==> config.mk <==
export PLATFORM = sky130hd
export DESIGN_NAME = uart_tx_arbiter
export DESIGN_NICKNAME = d
export VERILOG_FILES = /design/src/rtl/uart_pkg.sv /design/src/rtl/rr_pick.sv /design/src/rtl/uart_tx_arbiter.sv
export SDC_FILE = /design/constraint.sdc
export NUM_CORES = 1
export LEC_CHECK = 0
export BUFFER_PORTS_ARGS = -buffer_cell sky130_fd_sc_hd__buf_2
export CORE_MARGIN = 5
export CORE_UTILIZATION = 52
export CTS_CLUSTER_SIZE = 28
export DETAILED_ROUTE_END_ITERATION = 10
export MAX_ROUTING_LAYER = met4
export PLACE_DENSITY = 0.85
export SLEW_MARGIN = 20
export SYNTH_ARGS = -nofsm -noshare
export SYNTH_HDL_FRONTEND = slang
export SYNTH_SLANG_ARGS = --single-unit
==> constraint.sdc <==
create_clock -name clk -period 5.3 [get_ports clk]
set_clock_uncertainty 0.15 [all_clocks]
set_input_delay 0.53 -clock clk [delete_from_list [all_inputs] [get_ports clk]]
set_output_delay 0.53 -clock clk [all_outputs]
set_load 0.02 [all_outputs]
==> src/rtl/uart_pkg.sv <==
// rtl/uart_pkg.sv - shared UART constants and the transmit arbiter state encoding
package uart_pkg;

    localparam int UART_DATA_W  = 8;
    localparam int SYSTEM_CLOCK = 50_000_000;
    localparam int BAUD_RATE    = 115_200;

    typedef enum logic {
        ST_IDLE   = 1'b0,
        ST_LOCKED = 1'b1
    } arb_state_t;

endpackage

==> src/rtl/rr_pick.sv <==
// rtl/rr_pick.sv - combinational round-robin picker, searching upward from last_grant+1
module rr_pick #(
    parameter int N_REQ = 4,
    parameter int IDX_W = $clog2(N_REQ)
) (
    input  logic [N_REQ-1:0] req,
    input  logic [IDX_W-1:0] last_grant,
    output logic             found,
    output logic [IDX_W-1:0] idx
);

    logic [IDX_W-1:0] cand;

    always_comb begin
        found = 1'b0;
        idx   = '0;
        cand  = '0;
        for (int k = 1; k <= N_REQ; k++) begin
            cand = IDX_W'((int'(last_grant) + k) % N_REQ);
            if (!found && req[cand]) begin
                found = 1'b1;
                idx   = cand;
            end
        end
    end

endmodule

==> src/rtl/uart_tx_arbiter.sv <==
// rtl/uart_tx_arbiter.sv - round-robin burst arbiter sharing one uart_tx between N_REQ byte streams
module uart_tx_arbiter
    import uart_pkg::*;
#(
    parameter int N_REQ        = 4,
    parameter int MAX_BURST    = 16,
    parameter int IDLE_TIMEOUT = 1024
) (
    input  logic                         clk,
    input  logic                         rst,
    input  logic [N_REQ-1:0]             req_valid,
    input  logic [N_REQ*UART_DATA_W-1:0] req_data,
    input  logic [N_REQ-1:0]             req_last,
    output logic [N_REQ-1:0]             req_ready,
    output logic                         tx_en,
    output logic [UART_DATA_W-1:0]       tx_data,
    input  logic                         tx_rdy,
    output logic [N_REQ-1:0]             grant,
    output logic                         busy
);

    localparam int IDX_W  = $clog2(N_REQ);
    localparam int BEAT_W = $clog2(MAX_BURST + 1);
    localparam int TO_W   = $clog2(IDLE_TIMEOUT + 1);

    arb_state_t             state, state_next;
    logic [IDX_W-1:0]       own, last_grant, pick_idx;
    logic                   pick_found;
    logic [BEAT_W-1:0]      beat_cnt;
    logic [TO_W-1:0]        to_cnt;
    logic [UART_DATA_W-1:0] lanes [N_REQ];
    logic [N_REQ-1:0]       own_onehot;
    logic                   locked, own_valid, xfer, beat_hit, to_hit, rel;

    rr_pick #(.N_REQ(N_REQ), .IDX_W(IDX_W)) u_pick (
        .req        (req_valid),
        .last_grant (last_grant),
        .found      (pick_found),
        .idx        (pick_idx)
    );

    always_comb begin
        for (int i = 0; i < N_REQ; i++) begin
            lanes[i] = req_data[i*UART_DATA_W +: UART_DATA_W];
        end
    end

    assign locked     = (state == ST_LOCKED);
    assign own_valid  = req_valid[own];
    assign own_onehot = N_REQ'(1) << own;
    assign xfer       = locked & tx_rdy & own_valid;
    assign beat_hit   = (beat_cnt == BEAT_W'(MAX_BURST - 1));
    assign to_hit     = (to_cnt == TO_W'(IDLE_TIMEOUT - 1));

    assign tx_en     = xfer;
    assign tx_data   = locked ? lanes[own] : '0;
    assign grant     = locked ? own_onehot : '0;
    assign req_ready = (locked & tx_rdy) ? own_onehot : '0;
    assign busy      = locked;

    // Timeout can only fire on a cycle with no owner data, so it never races a transfer.
    always_comb begin
        state_next = state;
        rel        = 1'b0;
        case (state)
            ST_IDLE: begin
                if (pick_found) state_next = ST_LOCKED;
            end
            ST_LOCKED: begin
                if (xfer)            rel = req_last[own] | beat_hit;
                else if (!own_valid) rel = to_hit;
                if (rel) state_next = ST_IDLE;
            end
        endcase
    end

    always_ff @(posedge clk or posedge rst) begin
        if (rst) state <= ST_IDLE;
        else     state <= state_next;
    end

    always_ff @(posedge clk or posedge rst) begin
        if (rst) begin
            own        <= '0;
            last_grant <= IDX_W'(N_REQ - 1);
            beat_cnt   <= '0;
            to_cnt     <= '0;
        end else if (!locked) begin
            if (pick_found) begin
                own      <= pick_idx;
                beat_cnt <= '0;
                to_cnt   <= '0;
            end
        end else begin
            if (xfer) begin
                beat_cnt <= beat_cnt + BEAT_W'(1);
                to_cnt   <= '0;
            end else if (!own_valid) begin
                to_cnt <= to_cnt + TO_W'(1);
            end
            if (rel) last_grant <= own;
        end
    end

endmodule

==> impl_metrics.yaml, run 1 <==
setup_path:
  critPathKind: "register to output port"
  required_ns: 4.62
  arrival_ns: 2.12
  cp-end-kind: "output port"
  regToRegStartpoint: "own[0]$_DFFE_PP0P_"
  r2r_slack_ns: 2.63
  r2r_cells: 5
  rr_endpoint: "to_cnt[6]$_DFFE_PP0P_"
  worst_setup_path_start_kind: "register"
  critPathMaxFanout: 17
sta:
  rsz0062_at_grt: "no"
  hold_violations: 0
  relSlewSlack_pct: 48.2
  min_period_ns: 2.80
  worst_pin_slew_ns: 0.777
  setup_tns_ns: 0
  maxSlewViolCount: 0
  fmax_ghz: 0.358
  whs_ns: 0.191
  setup_viol: 0
  period_share_pct: 52.7
clock_network:
  cts_tree: "built"
  clk_latency_ns: 0.31
  cts_buffers: 3
  clockBufferDepth: 2
  post_cts_buffers: 0
  cts_num_sinks: 21
  cts_max_level: 1
  clk_pin_slew_ns: 0.11
  clock-root-buffer: "clkbuf_4"
  ctsResizeCount: 0
  cts_hold_buf: 0
grt:
  grt_busiest_layer: "met2"
  use_met3_pct: 4.80
  grt_pass1_wl_um: 5920
  grt_pass1_vias: 1334
  gr-total-overflow: 0
  grt_max_degree: 24
  antenna_found_initial: 0
  grt_use_met2_pct: 29.6
  track_usage_pct: 18.4
  gr-usage-met1_pct: 22.7
die:
  core_area_um2: 2760
  die_h_um: 63.6
  die_area_um2: 4040
  start_util_pct: 54.1
  row_count: 19
  ios: 61
  die_x_um: 63.6
power:
  power.share.sequential_pct: 34.9
  intPower_mw: 0.473
  clockPowerShare_pct: 8.8
  power_switching_mw: 0.408
  swShare_pct: 46.3
  ir_drop_mv: 0.426
  p_leak_nw: 0.862
  power_density_nw_per_um2: 486
  p_total_mw: 0.880
  p_comb_share_pct: 56.4
routing:
  route.detailed.drc: 0
  wirelength_um: 3520
  antenna_left: 0
  dr.pass1.iters: 4
  vias_per_cell: 5.72
  vias: 1395
  post_drt_wl_per_cell_um: 14.4
  first_iter_violations: 57
yosys:
  ys_seq_area_share_pct: 35.4
  synth_warnings: 0
  synth_seq_cells: 21
  synth_nets: 203
  synth_ff_type: "dfrtp_1"
  synth_area_um2: 1490
  synthTopCellsByArea: "dfrtp_1 (32%), mux4_2 (15%), nand2_1 (6.0%), and2_1 (3.8%), dfstp_2 (3.5%)"
  synth_commonest_cells: "nand2_1 (24), dfrtp_1 (19), nor2_1 (14)"
  ys_types: 39
  synth_edf_count: 0
  netlist_instances: 157
  synth_most_common_cell: "nand2_1"
  synth.largest_area_cell: "dfrtp_1"
  synth_top_area_share_pct: 31.9
  synth-async-reset-ratio_pct: 100
  synth.avg_cell_area_um2: 9.50
final_layout:
  antennaDiodeCount: 0
  multi_input_area_um2: 895
  fin_nets: 260
  num-fill-cells: 233
  seqCellArea_um2: 528
  instances_no_fill: 244
  final_util_pct: 65.7
  area_delta_synth_final_pct: 21.5
  drive_gt1_share_pct: 37.6
placement:
  routabilityCongestion: 0.880
  dp_cells: 240
  dp_hpwl_um: 2790
  io_buffers: 60
status:
  status: "completed"
flow_run:
  cap_violations: 0
worst_hold_path:
  hold_class: "input pin to asynchronous set/reset pin"
routing by layer:
metal  up-vias  wire length (um)
li1        690                 -
met1       642              1550
met2        57              1610
met3         6               328
met4         0                40
met5         -                 0
power by group through the flow:
| stage | combinational, mW | clock, mW | sequential [mW] |
|---|---|---|---|
| 2_1_floorplan | 0.440 | 0 | 0.249 |
| 3_3_place_gp | 0.491 | 0 | 0.306 |
| 3_5_place_dp | 0.502 | 0 | 0.309 |
| 4_1_cts | 0.502 | 0.0798 | 0.306 |
| 5_1_grt | 0.552 | 0.0824 | 0.322 |
| 6_report | 0.496 | 0.0772 | 0.307 |
area by class of cell:
class | count | area share [%]
tap | 31 | 2.14
multi-input combinational | 122 | 49.4
clock buffer | 3 | 1.24
inverter | 6 | 1.24
clock inverter | 1 | 0.276
timing repair buffer | 60 | 16.6
sequential | 21 | 29.1
kinds of logic (layout without fill, tap and decap cells):
kind of cell,Yosys count,count (layout),share of synthesized area [%]
simple gates,69,69,23.2
mux,16,16,19.2
xor+xnor,2,2,1.17
compound gates,32,32,13.9
flops,21,21,35.4
fa+ha+maj,3,3,2.52
buf+inv,14,70,4.61
sequential cells by signal (all words and copies together), names as in the netlist:
name and count:
beat_cnt 5, own 2, to_cnt 11, last_grant 2, busy 1
cell usage in the layout, fill, tap and decap left out, types with 2 or more instances in the layout:
cell type  Yosys  layout
xor2_1         2       2
ha_1           3       3
mux2i_1        5       5
nand3_1        8       8
o21ai_0        9       8
o311ai_0       4       4
nor3b_1        3       3
clkbuf_4       0       3
nor2_1        14      14
buf_2          1      60
and2_1         9       9
o21a_1         2       2
nand4_1        2       2
inv_1          6       6
mux4_2        10      10
dfstp_2        2       2
a21oi_1        7       7
a31oi_1        2       2
nand3b_1       2       2
dfrtp_1       19      19
nand2_1       24      24
metrics by stage:
| stage | area, um2 | worst slack [ns] |
|---|---|---|
| finish | 1810 | 2.50 |
| global route | 1810 | 2.26 |
| CTS | 1810 | 2.47 |
| detailed placement | 1780 | 2.63 |
| global placement | 1780 | 2.69 |
| floorplan | 1490 | 3.01 |
critical path, cell delays in order (launching register included):
cell,delay [ns]
dfrtp_1,0.86
nand3_1,0.26
o22ai_2,0.44
buf_2,0.25
worst max path at each step:
stage / startpoint / to / slack [ns] / cells past startpoint
floorplan: own[0]$_DFFE_PP0P_ / tx_data[2] / 3.01 / 4
global placement: own[0]$_DFFE_PP0P_ / to_cnt[2]$_DFFE_PP0P_ / 2.69 / 5
detailed placement: own[0]$_DFFE_PP0P_ / to_cnt[2]$_DFFE_PP0P_ / 2.63 / 5
CTS: own[0]$_DFFE_PP0P_ / tx_en / 2.47 / 3
global route: own[0]$_DFFE_PP0P_ / tx_en / 2.26 / 3
finish: own[0]$_DFFE_PP0P_ / tx_en / 2.50 / 3
No activity file was read; power rests on OpenSTA's default activity.
==> run 2, diff against run 1 <==
--- a/config.mk
+++ b/config.mk
@@ -7,11 +7,11 @@
 export LEC_CHECK = 0
 export BUFFER_PORTS_ARGS = -buffer_cell sky130_fd_sc_hd__buf_2
 export CORE_MARGIN = 5
-export CORE_UTILIZATION = 52
+export CORE_UTILIZATION = 48
 export CTS_CLUSTER_SIZE = 28
 export DETAILED_ROUTE_END_ITERATION = 10
 export MAX_ROUTING_LAYER = met4
-export PLACE_DENSITY = 0.85
+export PLACE_DENSITY = 0.8
 export SLEW_MARGIN = 20
 export SYNTH_ARGS = -nofsm -noshare
 export SYNTH_HDL_FRONTEND = slang
==> constraint.sdc (replaced) <==
create_clock -name clk -period 2.7 [get_ports clk]
set_clock_uncertainty 0.15 [all_clocks]
set_input_delay 0.27 -clock clk [delete_from_list [all_inputs] [get_ports clk]]
set_output_delay 0.27 -clock clk [all_outputs]
set_load 0.02 [all_outputs]
==> run 2 against run 1 <==
  * Wire length is 0.20% lower
  * Via count is 0.14% higher
  * Final cell count is 7.4% higher
  * Total power is 100% higher
  * Worst setup slack worse by 2.1 ns
  * Sequential power is 74% higher
  * First-iteration DRC count is 32% lower
==> impl_metrics.yaml, run 2 (same netlist as run 1, synthesis figures left out) <==
placement:
  pre_cts_slack_ns: 0.535
  dp_hpwl_um: 2800
  dp_cells: 257
  routabilityCongestion: 0.850
  io_buffers: 60
setup_path:
  critPathMaxFanout: 13
  rr_endpoint: "last_grant[0]$_DFFE_PP1P_"
  critPathKind: "register to output port"
  cp.depth: 4
  cp-end-kind: "output port"
  worst-path-buf-inv: 2
  worstSetupStartpoint: "own[0]$_DFFE_PP0P_"
  r2r_slack_ns: 0.58
  cpPeakStageDelay_ns: 0.53
  arrival_ns: 1.86
  r2r_cells: 5
  cp_cell_sequence: "buf_4 > mux4_2 > and2_1 > buf_2"
  slowest_stage: "mux4_2"
  crit_family: "multiplexers"
  required_ns: 2.28
  worst_setup_path_start_kind: "register"
  regToRegStartpoint: "own[0]$_DFFE_PP0P_"
  endpoint: "tx_data[3]"
power:
  ir_drop_mv: 0.482
  power.share.sequential_pct: 30.2
  p_comb_share_pct: 61.5
  power_density_nw_per_um2: 947
  clockPowerShare_pct: 8.3
  p_leak_nw: 0.882
  power_switching_mw: 0.804
  swShare_pct: 45.4
  intPower_mw: 0.965
sta:
  rsz0062_at_grt: "no"
  fmax_ghz: 0.439
  fin_ws_ns: 0.421
  whs_ns: 0.239
  period_share_pct: 84.4
  setup_viol: 0
  relSlewSlack_pct: 49.1
  worst_pin_slew_ns: 0.763
  min_period_ns: 2.28
  setup_tns_ns: 0
  hold_violations: 0
  maxSlewViolCount: 0
die:
  row_count: 20
  core_area_um2: 3030
  die_h_um: 65.7
  die_x_um: 65.7
  start_util_pct: 49.3
  die_area_um2: 4320
  ios: 61
clock_network:
  post_cts_buffers: 0
  clk_pin_slew_ns: 0.11
  clockBufferDepth: 2
  cts_hold_buf: 1
  clock-root-buffer: "clkbuf_4"
  cts_tree: "built"
  cts_buffers: 3
  clk_latency_ns: 0.29
  cts_num_sinks: 21
  ctsResizeCount: 0
  cts_max_level: 1
worst_hold_path:
  worstHoldStart: "req_valid[1]"
  hold_class: "input pin to register"
final_layout:
  antennaDiodeCount: 0
  final_util_pct: 61.7
  largest_reg_flops: 11
  final_common_cell: "buf_2"
  final_cell_mix: "buf_2 (60), nand2_1 (24), dfrtp_1 (19), nor2_1 (14), mux4_2 (10)"
  reg_top3: "to_cnt (11), beat_cnt (5)"
  fin_nets: 265
  largest-register: "to_cnt"
  instances_no_fill: 262
  area_delta_synth_final_pct: 25.2
  drive_gt1_share_pct: 38.1
routing:
  dr.pass1.iters: 4
  vias: 1397
  post_drt_wl_per_cell_um: 13.4
  antenna_left: 0
  first_iter_violations: 39
  wirelength_um: 3520
  vias_per_cell: 5.33
  route.detailed.drc: 0
flow_run:
  cap_violations: 0
status:
  status: "completed"
grt:
  grt_pass1_vias: 1302
  antenna_found_initial: 0
  grt_pass1_wl_um: 5730
  grt_max_degree: 22
  gr-total-overflow: 0
  track_usage_pct: 17.0
==> run 2: cell types whose count changed in the layout (fill, tap and decap cells not counted) <==
cell,change
buf_4,+4
clkbuf_1,+1
clkinv_2,-1
dlygate4sd3_1,+1
==> run 2: worst min-delay path by stage <==
stage,slack (ns),endpoint,cells after the start
after floorplan,0.1,beat_cnt[0]$_DFFE_PP0P_,1
after global placement,0.30,beat_cnt[2]$_DFFE_PP0P_,2
after detailed placement,0.30,beat_cnt[2]$_DFFE_PP0P_,2
after CTS,0.23,own[0]$_DFFE_PP0P_,3
after global routing,0.27,own[0]$_DFFE_PP0P_,3
final,0.24,own[0]$_DFFE_PP0P_,3
==> run 2: power by group through the flow <==
| stage | Clock (mW) | Sequential (mW) | Combinational (mW) |
|---|---|---|---|
| floorplan | 0 | 0.489 | 0.863 |
| global placement | 0 | 0.539 | 1.08 |
| detailed placement | 0 | 0.541 | 1.09 |
| CTS | 0.154 | 0.535 | 1.09 |
| global route | 0.169 | 0.559 | 1.19 |
| finish | 0.147 | 0.535 | 1.09 |
==> run 2: tightest hold or removal path, stage by stage <==
cell and delay [ns]:
buf_2 0.14, a31oi_1 0.10, o21ai_0 0.14
==> run 2: layer usage <==
| metal | share of wire [%] | vias up | global-route usage [%] |
|---|---|---|---|
| li1 | - | 695 | - |
| met1 | 43 | 638 | 21.5 |
| met2 | 46 | 62 | 27.7 |
| met3 | 11 | 2 | 4.27 |
| met4 | 0.51 | 0 | 3.63 |
| met5 | 0 | - | - |
==> run 2: final cells by class <==
| cell class | count | area, um2 |
|---|---|---|
| clock buffer | 4 | 26.3 |
| fill | 261 | 1160 |
| inverter | 6 | 22.5 |
| multi-input combinational | 122 | 895 |
| sequential | 21 | 528 |
| tap | 44 | 55.1 |
| timing repair buffer | 65 | 340 |
==> run 2: metrics by stage <==
stage                     area, um2  power (mW)
after floorplan                1490        1.35
after global placement         1830        1.62
after detailed placement       1830        1.63
after CTS                      1870        1.78
after global routing           1870        1.92
final                          1870        1.77
==> run 3, diff against run 2 <==
--- a/config.mk
+++ b/config.mk
@@ -7,11 +7,11 @@
 export LEC_CHECK = 0
 export BUFFER_PORTS_ARGS = -buffer_cell sky130_fd_sc_hd__buf_2
 export CORE_MARGIN = 5
-export CORE_UTILIZATION = 48
+export CORE_UTILIZATION = 43
 export CTS_CLUSTER_SIZE = 28
 export DETAILED_ROUTE_END_ITERATION = 10
 export MAX_ROUTING_LAYER = met4
-export PLACE_DENSITY = 0.8
+export PLACE_DENSITY = 0.75
 export SLEW_MARGIN = 20
 export SYNTH_ARGS = -nofsm -noshare
 export SYNTH_HDL_FRONTEND = slang
==> constraint.sdc (replaced) <==
create_clock -name clk -period 1.88 [get_ports clk]
set_clock_uncertainty 0.15 [all_clocks]
set_input_delay 0.188 -clock clk [delete_from_list [all_inputs] [get_ports clk]]
set_output_delay 0.188 -clock clk [all_outputs]
set_load 0.02 [all_outputs]
==> run 3 against run 2 <==
  * The run now ends with setup timing left
  * Combinational power increased by 120%
  * First-iteration DRC count decreased by 33%
  * Critical path depth unchanged
  * Via count increased by 8.7%
  * Clock power increased by 49%
  * Wire length increased by 22%
  * Utilization increased by 5.5 points
  * Global-route usage increased by 2.3 points
  * Sequential share of layout area decreased by 4.6 points
  * Final cell count increased by 8.4%
  * Worst setup slack got worse by 0.56 ns
  * Largest power group unchanged
==> impl_metrics.yaml, run 3 (same netlist as run 1, synthesis figures left out) <==
status:
  status: "complete, but fails checks"
  violations: "setup timing"
routing:
  antenna_left: 0
  wirelength_um: 4290
  vias: 1518
  post_drt_wl_per_cell_um: 15.1
  dr.pass1.iters: 4
  vias_per_cell: 5.35
  route.detailed.drc: 0
  first_iter_violations: 26
final_layout:
  final_util_pct: 67.2
  reg_top3: "to_cnt (11), beat_cnt (5)"
  fin_nets: 285
  drive_gt1_share_pct: 55.0
  area_delta_synth_final_pct: 50.3
  final_common_cell: "buf_2"
  largest-register: "to_cnt"
  antennaDiodeCount: 0
  final_cell_mix: "buf_2 (49), nand2_1 (20), buf_6 (19), dfrtp_1 (17), buf_4 (14)"
  instances_no_fill: 284
  largest_reg_flops: 11
power:
  power_density_nw_per_um2: 1500
  ir_drop_mv: 0.809
  p_leak_nw: 1.06
  p_total_mw: 3.37
die:
  start_util_pct: 44.7
  die_area_um2: 4750
  die_h_um: 68.9
  core_area_um2: 3340
  die_x_um: 68.9
  ios: 61
  row_count: 21
sta:
  period_share_pct: 108
  fmax_ghz: 0.495
  setup_viol: 20
  fin_ws_ns: -0.142
  relSlewSlack_pct: 78.4
  maxSlewViolCount: 0
  worst_pin_slew_ns: 0.321
  min_period_ns: 2.02
  whs_ns: 0.106
  rsz0062_at_grt: "yes"
  hold_violations: 0
flow_run:
  cap_violations: 0
grt:
  antenna_found_initial: 0
  track_usage_pct: 19.3
  grt_pass1_wl_um: 6570
  grt_max_degree: 22
  gr-total-overflow: 0
  grt_pass1_vias: 1479
setup_path:
  required_ns: 1.54
  worst-path-buf-inv: 2
  slowest_stage: "mux4_2"
  worst_setup_path_start_kind: "register"
  critPathKind: "register to output port"
  crit_family: "multiplexers"
  arrival_ns: 1.68
  critPathMaxFanout: 7
  cpPeakStageDelay_ns: 0.51
  cp-end-kind: "output port"
  cp_cell_sequence: "buf_8 > mux4_2 > and2_4 > buf_6"
placement:
  dp_cells: 267
  pre_cts_slack_ns: -0.0127
  routabilityCongestion: 0.855
  dp_hpwl_um: 3090
  io_buffers: 60
clock_network:
  cts_buffers: 3
  clockBufferDepth: 2
  cts_tree: "built"
  cts_num_sinks: 21
  clk_pin_slew_ns: 0.12
  clk_latency_ns: 0.31
  cts_max_level: 1
  clock-root-buffer: "clkbuf_4"
worst_hold_path:
  hold_class: "input pin to register"
run 3: per-layer routing:
layer  track usage (%)  up-vias  wire length, um
met5                 -        -                0
met4              7.54        0               95
met3              2.76        7              286
met2              35.5       56             2290
met1              20.7      720             1620
li1                  -      735                -
run 3: layout make-up:
type                       instances  area [um2]
tap                               46        57.6
multi-input combinational        123        1010
clock buffer                       3        22.5
clock inverter                     1        5.00
sequential                        21         531
timing repair buffer              84         589
fill                             270        1090
inverter                           6        22.5
run 3: timing repair:
| item | 4_1_cts | 5_1_grt |
|---|---|---|
| setup endpoints to repair | 20 | 29 |
| buffers inserted | 7 | 3 |
| endpoints found under the hold margin | 21 | 0 |
| gates resized for setup | 57 | 16 |
| pin swaps | 14 | 5 |
| hold buffers | 1 | 0 |
| gates cloned | 3 | 0 |
run 3: path summary, 6_finish.rpt:
path | startpoint | end | slack [ns] | depth (start not counted)
setup reg to reg | own[0]$_DFFE_PP0P_ | to_cnt[6]$_DFFE_PP0P_ | -0.11 | 5
hold / removal | req_valid[1] | own[0]$_DFFE_PP0P_ | 0.11 | 3
min in group asynchronous | rst | to_cnt[8]$_DFFE_PP0P_ | 0.28 | 4
hold reg to reg | to_cnt[10]$_DFFE_PP0P_ | to_cnt[10]$_DFFE_PP0P_ | 0.38 | 2
max in group asynchronous | rst | last_grant[0]$_DFFE_PP1P_ | 1.03 | 4
setup / recovery | own[0]$_DFFE_PP0P_ | tx_data[0] | -0.14 | 4
run 3: stage by stage:
| step | TNS, ns | cell area [um2] |
|---|---|---|
| 6_report | -1.50 | 2240 |
| 5_1_grt | -3.29 | 2240 |
| 4_1_cts | -1.55 | 2190 |
| 3_5_place_dp | -0.0240 | 1910 |
| 3_3_place_gp | 0 | 1910 |
| 2_1_floorplan | -0.653 | 1510 |
run 3: power by group:
group / internal (mW) / total, mW / switching (mW) / leakage (nW)
clock network: 0.0794 / 0.219 / 0.140 / 0.0177
registers: 0.601 / 0.747 / 0.146 / 0.267
logic: 1.28 / 2.40 / 1.13 / 0.771
total: 1.96 / 3.37 / 1.41 / 1.06
run 3: worst min-delay path, stage by stage:
cell,delay [ns]
buf_2,0.13
a31oi_1,0.08
o21ai_0,0.13
